File: src/rtl/fifo_wr_arbiter.sv
// fifo_wr_arbiter: round-robin burst arbiter sharing one FIFO write port among N_REQ requesters
module fifo_wr_arbiter #(
    parameter int N_REQ     = 4,
    parameter int W_WIDTH   = 32,
    parameter int DEPTH     = 16,
    parameter int BURST_LEN = 4,
    localparam int IW = $clog2(N_REQ),
    localparam int CW = $clog2(DEPTH) + 1,
    localparam int BW = (BURST_LEN > 1) ? $clog2(BURST_LEN) : 1
) (
    input  logic                     clk,
    input  logic                     rst,
    input  logic [N_REQ-1:0]         req,
    input  logic [N_REQ*W_WIDTH-1:0] din_bus,
    output logic [N_REQ-1:0]         gnt,
    output logic [N_REQ-1:0]         ack,
    output logic [IW-1:0]            grant_id,
    output logic                     busy,
    output logic                     fifo_wr_en,
    output logic [W_WIDTH-1:0]       fifo_din,
    input  logic                     fifo_wfull,
    input  logic [CW-1:0]            fifo_cnt
);
    typedef enum logic {IDLE, GRANT} state_t;
    state_t        state;
    logic [IW-1:0] last;
    logic [IW-1:0] win;
    logic [IW-1:0] idx;
    logic [BW-1:0] cnt;
    logic [CW-1:0] free;
    logic          beat;
    logic          room;
    logic          burst_end;
    assign free      = CW'(DEPTH) - fifo_cnt;
    assign room      = free >= CW'(BURST_LEN);
    assign beat      = (state == GRANT) && req[grant_id] && !fifo_wfull;
    assign burst_end = !req[grant_id] || (beat && cnt == BW'(BURST_LEN - 1));
    assign ack       = beat ? (N_REQ'(1) << grant_id) : '0;
    assign fifo_wr_en = beat;
    assign fifo_din  = din_bus[grant_id*W_WIDTH +: W_WIDTH];
    // scan downward so the last hit is the first requester after the rotation pointer
    always_comb begin
        win = last;
        idx = last;
        for (int k = N_REQ; k >= 1; k--) begin
            idx = IW'((int'(last) + k) % N_REQ);
            if (req[idx]) win = idx;
        end
    end
    // two-state burst FSM with registered grant outputs
    always_ff @(posedge clk or posedge rst) begin
        if (rst) begin
            state    <= IDLE;
            gnt      <= '0;
            busy     <= 1'b0;
            grant_id <= '0;
            last     <= IW'(N_REQ - 1);
            cnt      <= '0;
        end else if (state == IDLE) begin
            if (|req && room) begin
                state    <= GRANT;
                gnt      <= N_REQ'(1) << win;
                grant_id <= win;
                busy     <= 1'b1;
                cnt      <= '0;
            end else begin
                gnt <= '0;
            end
        end else if (burst_end) begin
            state <= IDLE;
            gnt   <= '0;
            busy  <= 1'b0;
            last  <= grant_id;
        end else if (beat) begin
            cnt <= cnt + BW'(1);
        end
    end
endmodule
File: config.mk
export PLATFORM = sky130hd
export DESIGN_NAME = fifo_wr_arbiter
export DESIGN_NICKNAME = d
export VERILOG_FILES = /design/src/rtl/fifo_wr_arbiter.sv
export SDC_FILE = /design/constraint.sdc
export NUM_CORES = 1
export LEC_CHECK = 0
export CAP_MARGIN = 25
export CORE_UTILIZATION = 25
export CTS_BUF_LIST = sky130_fd_sc_hd__clkbuf_16
export DETAILED_ROUTE_END_ITERATION = 16
export HOLD_SLACK_MARGIN = 0.15
export PLACE_DENSITY = 0.79
export RECOVER_POWER = 100
export SLEW_MARGIN = 20
export SYNTH_ARGS = -nofsm -noshare
export SYNTH_HDL_FRONTEND = slang
export SYNTH_SLANG_ARGS = --single-unit
export TNS_END_PERCENT = 5
File: constraint.sdc
create_clock -name clk -period 5.2 [get_ports clk]
set_input_delay 1.56 -clock clk [delete_from_list [all_inputs] [get_ports clk]]
set_output_delay 1.56 -clock clk [all_outputs]
set_load 0.01 [all_outputs]
# Word-level counts from Yosys, hierarchy flattened
# Index checks and enable logic that the tools add are counted.
# word_totals
reg_bits	12
latchBits	0
ram_bits	0
mem_bits_ro	0
inputBits	140
output_inout_bits	44
wordCells	67
mem_count	0
# classes
add_sub_neg	6
n_mul	0
n_div	0
order_cmp	6
eq_ne	4
n_shift	3
n_mux	28
bitwise_logic	1
reduce_logical	13
# op_table
op	n
128-bit by 8-bit variable part select with 32-bit output	1
2-bit two-way mux	8
4-bit two-way mux	4
2-bit by 3-bit less-than comparator with 1-bit output (second input constant)	5
1-bit two-way mux	11
1-bit binary-select mux with 2-bit select	5
1-bit by 2-bit << shifter with 4-bit output (first input constant)	2
2-bit by 1-bit adder with 2-bit output (second input constant)	3
2-bit AND reduction	3
5-bit by 3-bit >= comparator with 1-bit output (second input constant)	1
5-bit subtractor (first input constant)	1
2-bit adder (second input constant)	2
1-bit logical AND	4
2-bit by 1-bit inequality test with 1-bit output (second input constant)	2
4-bit OR reduction	1
3-bit AND reduction	1
2-bit == test (second input constant)	1
1-bit zero test	2
2-bit inequality test (second input constant)	1
2-bit nonzero test	1
1-bit logical OR	1
1-bit NOT	1

# Depth between registers and ports, before layout
# Gate-level depths: netlist of the first run.
# depth
ltp_word	10
ltp_mapped	5
ltp_nobuf	5

# Worst setup path after synthesis of the first run
# No wires, ideal clock.
# synth_path
path_kind	input to output
start	in fifo_wfull
end	out ack[2]
arrival_time_ns	2.323
required_ns	3.640
setup_slack_ns	1.317
stages	3
path_buffers	0
cell_sequence	nand2b_1 > or2_2 > nor3b_1
# synth_between
elab_chain_len	3
# synth_rtl
element	line_no	source
start, declared	21	input logic fifo_wfull,
1-bit zero test	36	assign beat = (state == GRANT) && req[grant_id] && !fifo_wfull;
1-bit logical AND	36	
4-bit two-way mux	38	assign ack = beat ? (N_REQ'(1) << grant_id) : '0;
end, declared	16	output logic [N_REQ-1:0] ack,
# Every way passes these cells.

# Final worst setup path of the first run
# Same ends and word-level chain as after synthesis.

==> results of run 1 <==
[through the flow]
| step | instance area, µm² | util (%) |
|---|---|---|
| CTS | 3430 | 61.5 |
| detailed placement | 3350 | 60.1 |
| floorplan | 1460 | - |
| global route | 3420 | 61.4 |
| finish | 3420 | 61.4 |
| global placement | 3350 | 60.1 |
[state kept, by name, summed over array words and instances, names as in the netlist]
| name | count |
|---|---|
| busy | 1 |
| cnt | 2 |
| gnt | 4 |
| grant_id | 2 |
| last | 2 |
| state | 1 |
[metal layers]
layer | up-vias | wire, µm | global-route usage [%]
li1 | 829 | - | -
met2 | 82 | 3750 | 42.9
met1 | 881 | 2660 | 26.0
met5 | - | 0 | 0
met3 | 11 | 593 | 6.86
met4 | 0 | 129 | 6.11
[critical path: cells and delay by family]
family        cells  cell delay [ns]
simple gates      3             0.75
buf+inv           2             1.10
[where the power goes]
group	switching [W]	total (W)	internal (W)	leakage [nW]
Sequential	0.000121	0.000263	0.000142	0.147
Clock	0.0000417	0.000143	0.000101	0.0423
Combinational	0.000353	0.000988	0.000635	1.11
[final timing paths]
kind / to / slack, ns / cells after the start
setup / recovery: ack[2] / 0.23 / 5
hold / removal: gnt[3] / 0.48 / 2
setup reg to reg: last[0] / 2.37 / 3
hold reg to reg: gnt[3] / 0.48 / 2
max in group asynchronous: last[1] / 3.11 / 2
min in group asynchronous: gnt[3] / 1.76 / 2
[cells in the final DEF, fill, tap and decap left out, types with 2 or more instances in the layout]
cell / count
inv_1: 6
nand3_1: 2
nor3b_1: 2
nor3_1: 2
o21ai_0: 2
a31o_2: 2
a21oi_1: 4
mux2_1: 2
a32o_1: 2
clkbuf_16: 3
dfstp_2: 2
nand2_1: 7
dfrtp_1: 10
dlygate4sd3_1: 38
o31ai_1: 2
clkdlybuf4s50_1: 145
mux4_2: 33
nand2b_1: 5
nor2_1: 6
[cells by family after synthesis]
logic type	after synthesis
DFF	12
muxes	37
adders and majority gates	1
buffers and inverters	14
AOI/OAI and AO/OA	15
and+or+nand+nor	33
[area by class of cell]
class / count / area share [%]
flip-flops and latches: 12 / 8.85
multi-input cells: 86 / 31.8
well taps: 72 / 2.63
clock buffers: 3 / 2.19
inverters: 5 / 0.548
repair buffers: 185 / 53.9
clock inverters: 1 / 0.110
[Yosys cell counts (2+ instances only)]
master     n
mux2_1     2
o21ai_0    2
dfstp_2    2
dfrtp_1   10
clkbuf_1   5
a21oi_1    4
o31ai_1    2
nor2_1     6
inv_1      5
nor3_1     2
mux4_2    33
nor3b_1    2
nand2_1    7
buf_4      2
a32o_1     2
nand3_1    2
a31o_2     2
nand2b_1   5
==> metrics.yaml, run 1 <==
status:
  status: "complete, but fails checks"
  violations: "max-capacitance violations, max-slew violations"
synthesis:
  synthSimpleGateAreaFrac_pct: 12.4
  ys_warn_count: 0
  yosysSeqAreaShare_pct: 20.7
  syn-cell-area_um2: 1460
  synth_xor_area_share_pct: 0
  syn_nets: 253
  ys.flop_type: "dfrtp_1"
  synth-adder-area-share_pct: 0.855
  synthTopCellsByArea: "mux4_2 51%, dfrtp_1 17%, dfstp_2 3.6%"
  postSynth.asyncResetShare_pct: 100
  avgSynthCellArea_um2: 13.1
  netlist-cell-type-count: 35
  synth_top_family_by_area: "multiplexers"
  muxShareOfSynthArea_pct: 53.8
  synth_top_area_share_pct: 50.8
  netlist_instances: 112
  synth_compound_area_share_pct: 7.61
  synth_edf_count: 0
  synth_top_cell_by_area: "mux4_2"
  synth-seq-cells: 12
floorplanning:
  die_w_um: 78.5
  die_y_um: 78.5
  core_um2: 5570
  pin_count: 184
  rows: 27
  dieArea_um2: 6170
  start_util_pct: 26.3
finish:
  seqCellArea_um2: 303
  layout.cells.non_filler: 364
  n_antenna_cell: 0
  layout-drive-gt1-share_pct: 15.1
  multi_input_area_um2: 1090
  layout.nets: 434
  num-fill-cells: 475
  area_delta_synth_final_pct: 134
route:
  wl_per_cell_um: 19.6
  vias: 1803
  drc: 0
  first_pass_iters: 5
  initialDrtViolationCount: 51
  ant_nets: 0
  wl_um: 7130
  avgViaCountPerCell: 4.95
cts:
  numCtsBuffers: 3
  cts_root_buffer: "clkbuf_16"
  post_cts_buffers: 0
  cts.clk_slew.worst_paths_ns: 0.04
  clockBufferDepth: 2
  ctsHtreeMaxLevel: 1
  clkLatencyLatePin_ns: 0.24
  cts_tree: "built"
  cts.sinks: 12
  post_cts_resized: 0
  cts_hold_buf: 0
global_routing:
  track_usage_pct: 23.4
  grt_start_max_net_pins: 33
  grt_pass1_vias: 1936
  antenna_found_initial: 1
  grt_pass1_wl_um: 10800
  overflow: 0
min_path:
  min_from: "gnt[3]"
  hold_path_class: "flop to flop"
job:
  maxCapViolations: 1
sta:
  hold_viol: 0
  worst_hold_slack_ns: 0.484
  tightestPinTransition_ns: 1.66
  finalCritPeriodShare_pct: 95.6
  maxSlewViolCount: 33
  fin_skew_ns: 0.00194
  clock.fmax_mhz: 201
  fin_ws_ns: 0.227
  setup-tns-final_ns: 0
  slew_headroom_pct: -10.8
  fin_crit_ns: 4.97
  rsz0062_at_grt: "no"
  setup_viol: 0
place:
  port_buffers: 183
  pre_cts_slack_ns: 0.275
  place.gp.congestion: 0.841
  placedCellCount: 360
  dpl.hpwl_um: 6000
worst_setup_path:
  worst_setup_path_end_kind: "output port"
  cp-start-kind: "input port"
  cpMaxStageDelayCell: "dlygate4sd3_1"
  max_stage_delay_ns: 0.66
  required_ns: 3.64
  critical_path.startpoint: "fifo_wfull"
  critPathKind: "input port to output port"
  crit_arrival_ns: 3.41
  path_cells: "clkdlybuf4s50_1 > nand2b_1 > or2_2 > nor3b_1 > dlygate4sd3_1"
  timing.rr.start: "grant_id[0]"
  critPathMaxFanout: 4
power:
  p_leak_nw: 1.30
  cellPowerDensity_nw_per_um2: 407
  worst_ir_drop_vdd_v: 0.000320
  finalPower_w: 0.00139
Note: power is estimated with default switching activity, not from simulation.
==> inputs of run 2 (changes only) <==
--- a/config.mk
+++ b/config.mk
@@ -10,7 +10,7 @@
 export CTS_BUF_LIST = sky130_fd_sc_hd__clkbuf_16
 export DETAILED_ROUTE_END_ITERATION = 16
 export HOLD_SLACK_MARGIN = 0.15
-export PLACE_DENSITY = 0.79
+export PLACE_DENSITY_LB_ADDON = 0.3
 export RECOVER_POWER = 100
 export SLEW_MARGIN = 20
 export SYNTH_ARGS = -nofsm -noshare
==> run 2 against run 1 <==
Against the previous run: the run still ends with max-capacitance violations, max-slew violations left; global-route usage grew 0.38 points; register-to-register slack improved by 0.09 ns; power grew 0.58%; clock-buffer cell count stayed put; critical path type unchanged; largest cell class unchanged.
==> metrics.yaml, run 2 (synthesized netlist as in run 1, its figures left out) <==
cts:
  cts_tree: "built"  # unchanged
  cts.clk_slew.worst_paths_ns: 0.04  # about the same
  ctsHtreeMaxLevel: 1  # unchanged
  cts_hold_buf: 0  # unchanged
  post_cts_resized: 0  # unchanged
  clkLatencyLatePin_ns: 0.24  # about the same
  cts.sinks: 12  # unchanged
  clockBufferDepth: 2  # unchanged
  post_cts_buffers: 0  # unchanged
  numCtsBuffers: 3  # unchanged
  cts_root_buffer: "clkbuf_16"  # unchanged
finish:
  layout-drive-gt1-share_pct: 15.1  # unchanged
  layout_commonest_cell: "clkdlybuf4s50_1"  # unchanged
  area_delta_synth_final_pct: 134  # unchanged
  layout.cells.non_filler: 364  # unchanged
  top_register: "gnt"  # unchanged
  largest_reg_flops: 4  # unchanged
  n_antenna_cell: 0  # unchanged
  final_cell_mix: "141 x clkdlybuf4s50_1, 42 x dlygate4sd3_1, 33 x mux4_2"  # was 145 x clkdlybuf4s50_1, 38 x dlygate4sd3_1, 33 x mux4_2
  layout.nets: 434  # unchanged
  num-fill-cells: 456  # was 475
worst_setup_path:
  reg2reg_slack_ns: 2.46  # was 2.37 ns
  crit_arrival_ns: 3.41  # about the same
  worst_setup_path_end_kind: "output port"  # unchanged
  cp-start-kind: "input port"  # unchanged
  critPathCapture: "fifo_wr_en"  # was ack[2]
  reg2regPathDepth: 3  # unchanged
  critPathKind: "input port to output port"  # unchanged
  critPathMaxFanout: 7  # was 4
  required_ns: 3.64  # about the same
  critical_path.startpoint: "req[3]"  # was fifo_wfull
  rr_endpoint: "last[0]"  # unchanged
  timing.rr.start: "grant_id[0]"  # unchanged
global_routing:
  track_usage_pct: 23.7  # was 23.4%
  grt_pass1_vias: 1947  # was 1,936
  overflow: 0  # unchanged
  grt_pass1_wl_um: 10900  # was 10,800 µm
  grt_start_max_net_pins: 34  # was 33
  antenna_found_initial: 0  # was 1
power:
  p_leak_nw: 1.29  # was 1.30 nW
  cellPowerDensity_nw_per_um2: 410  # was 407 nW/µm²
  worst_ir_drop_vdd_v: 0.000274  # was 0.000320 V
job:
  maxCapViolations: 2  # was 1
route:
  avgViaCountPerCell: 5.14  # was 4.95
  drc: 0  # unchanged
  wl_um: 7370  # was 7130 µm
  ant_nets: 0  # unchanged
  wl_per_cell_um: 20.3  # was 19.6 µm
  vias: 1872  # was 1,803
  initialDrtViolationCount: 109  # was 51
  first_pass_iters: 4  # was 5
place:
  placedCellCount: 360  # unchanged
  port_buffers: 183  # unchanged
  place.gp.congestion: 0.862  # was 0.841
  pre_cts_slack_ns: 0.336  # was 0.275 ns
  dpl.hpwl_um: 6180  # was 6000 µm
floorplanning:
  core_um2: 5570  # unchanged
  die_w_um: 78.5  # unchanged
  start_util_pct: 26.3  # unchanged
  die_y_um: 78.5  # unchanged
  rows: 27  # unchanged
  dieArea_um2: 6170  # unchanged
  pin_count: 184  # unchanged
sta:
  fin_ws_ns: 0.229  # was 0.227 ns
  slew_headroom_pct: -24.1  # was -10.8%
  hold_viol: 0  # unchanged
  tightestPinTransition_ns: 1.86  # was 1.66 ns
  setup-tns-final_ns: 0  # unchanged
  rsz0062_at_grt: "no"  # unchanged
  setup_viol: 0  # unchanged
  fin_skew_ns: 0.00308  # was 0.00194 ns
  finalCritPeriodShare_pct: 95.6  # about the same
  clock.fmax_mhz: 201  # about the same
  fin_crit_ns: 4.97  # about the same
  maxSlewViolCount: 66  # was 33
status:
  violations: "max-capacitance violations, max-slew violations"  # unchanged
  status: "complete, but fails checks"  # unchanged
min_path:
  hold_path_class: "flop to flop"  # unchanged
## run 2: area by class of cell
cell class	instances	area [µm²]	area share, %
timing repair buffer	185	1840	53.9
multi-input combinational	86	1090	31.8
sequential	12	303	8.85
tap	72	90.1	2.63
clock buffer	3	75.1	2.19
inverter	5	18.8	0.548
clock inverter	1	3.75	0.110
## run 2: routing by layer
metal,GRT usage (%),share of wire [%],wire length [µm],vias up
li1,-,-,-,830
met1,27.3,39,2850,918
met2,42.0,51,3760,105
met3,5.93,7.5,555,19
met4,8.89,2.7,202,0
met5,0,0,0,-
## run 2: metrics by stage
step,util (%),hold slack [ns],instance area [µm²],power [W]
final,61.4,0.490,3420,0.00140
after global routing,61.4,0.517,3420,0.00148
after CTS,61.5,0.495,3430,0.00147
after detailed placement,60.1,0.480,3350,0.00132
after global placement,60.1,0.485,3350,0.00131
after floorplan,-,0.487,1460,0.000795
## run 2: power breakdown
group	switching [W]	total (W)	leakage (nW)	internal, W
clock	0.0000382	0.000139	0.0385	0.000101
sequential	0.0000992	0.000243	0.147	0.000143
combinational	0.000383	0.00102	1.11	0.000638
total	0.000520	0.00140	1.29	0.000882
## run 2: worst min path at each step
stage / to / start / cells past startpoint
global placement: gnt[3] / gnt[3] / 2
detailed placement: gnt[3] / gnt[3] / 2
floorplan: cnt[1] / cnt[1] / 1
finish: gnt[3] / gnt[3] / 2
CTS: gnt[3] / gnt[3] / 2
global route: cnt[1] / cnt[1] / 1
## run 2: worst max-delay path, stage by stage
cell	delay [ns]
dlygate4sd3_1	0.64
mux4_2	0.54
and3b_1	0.20
clkdlybuf4s50_1	0.47
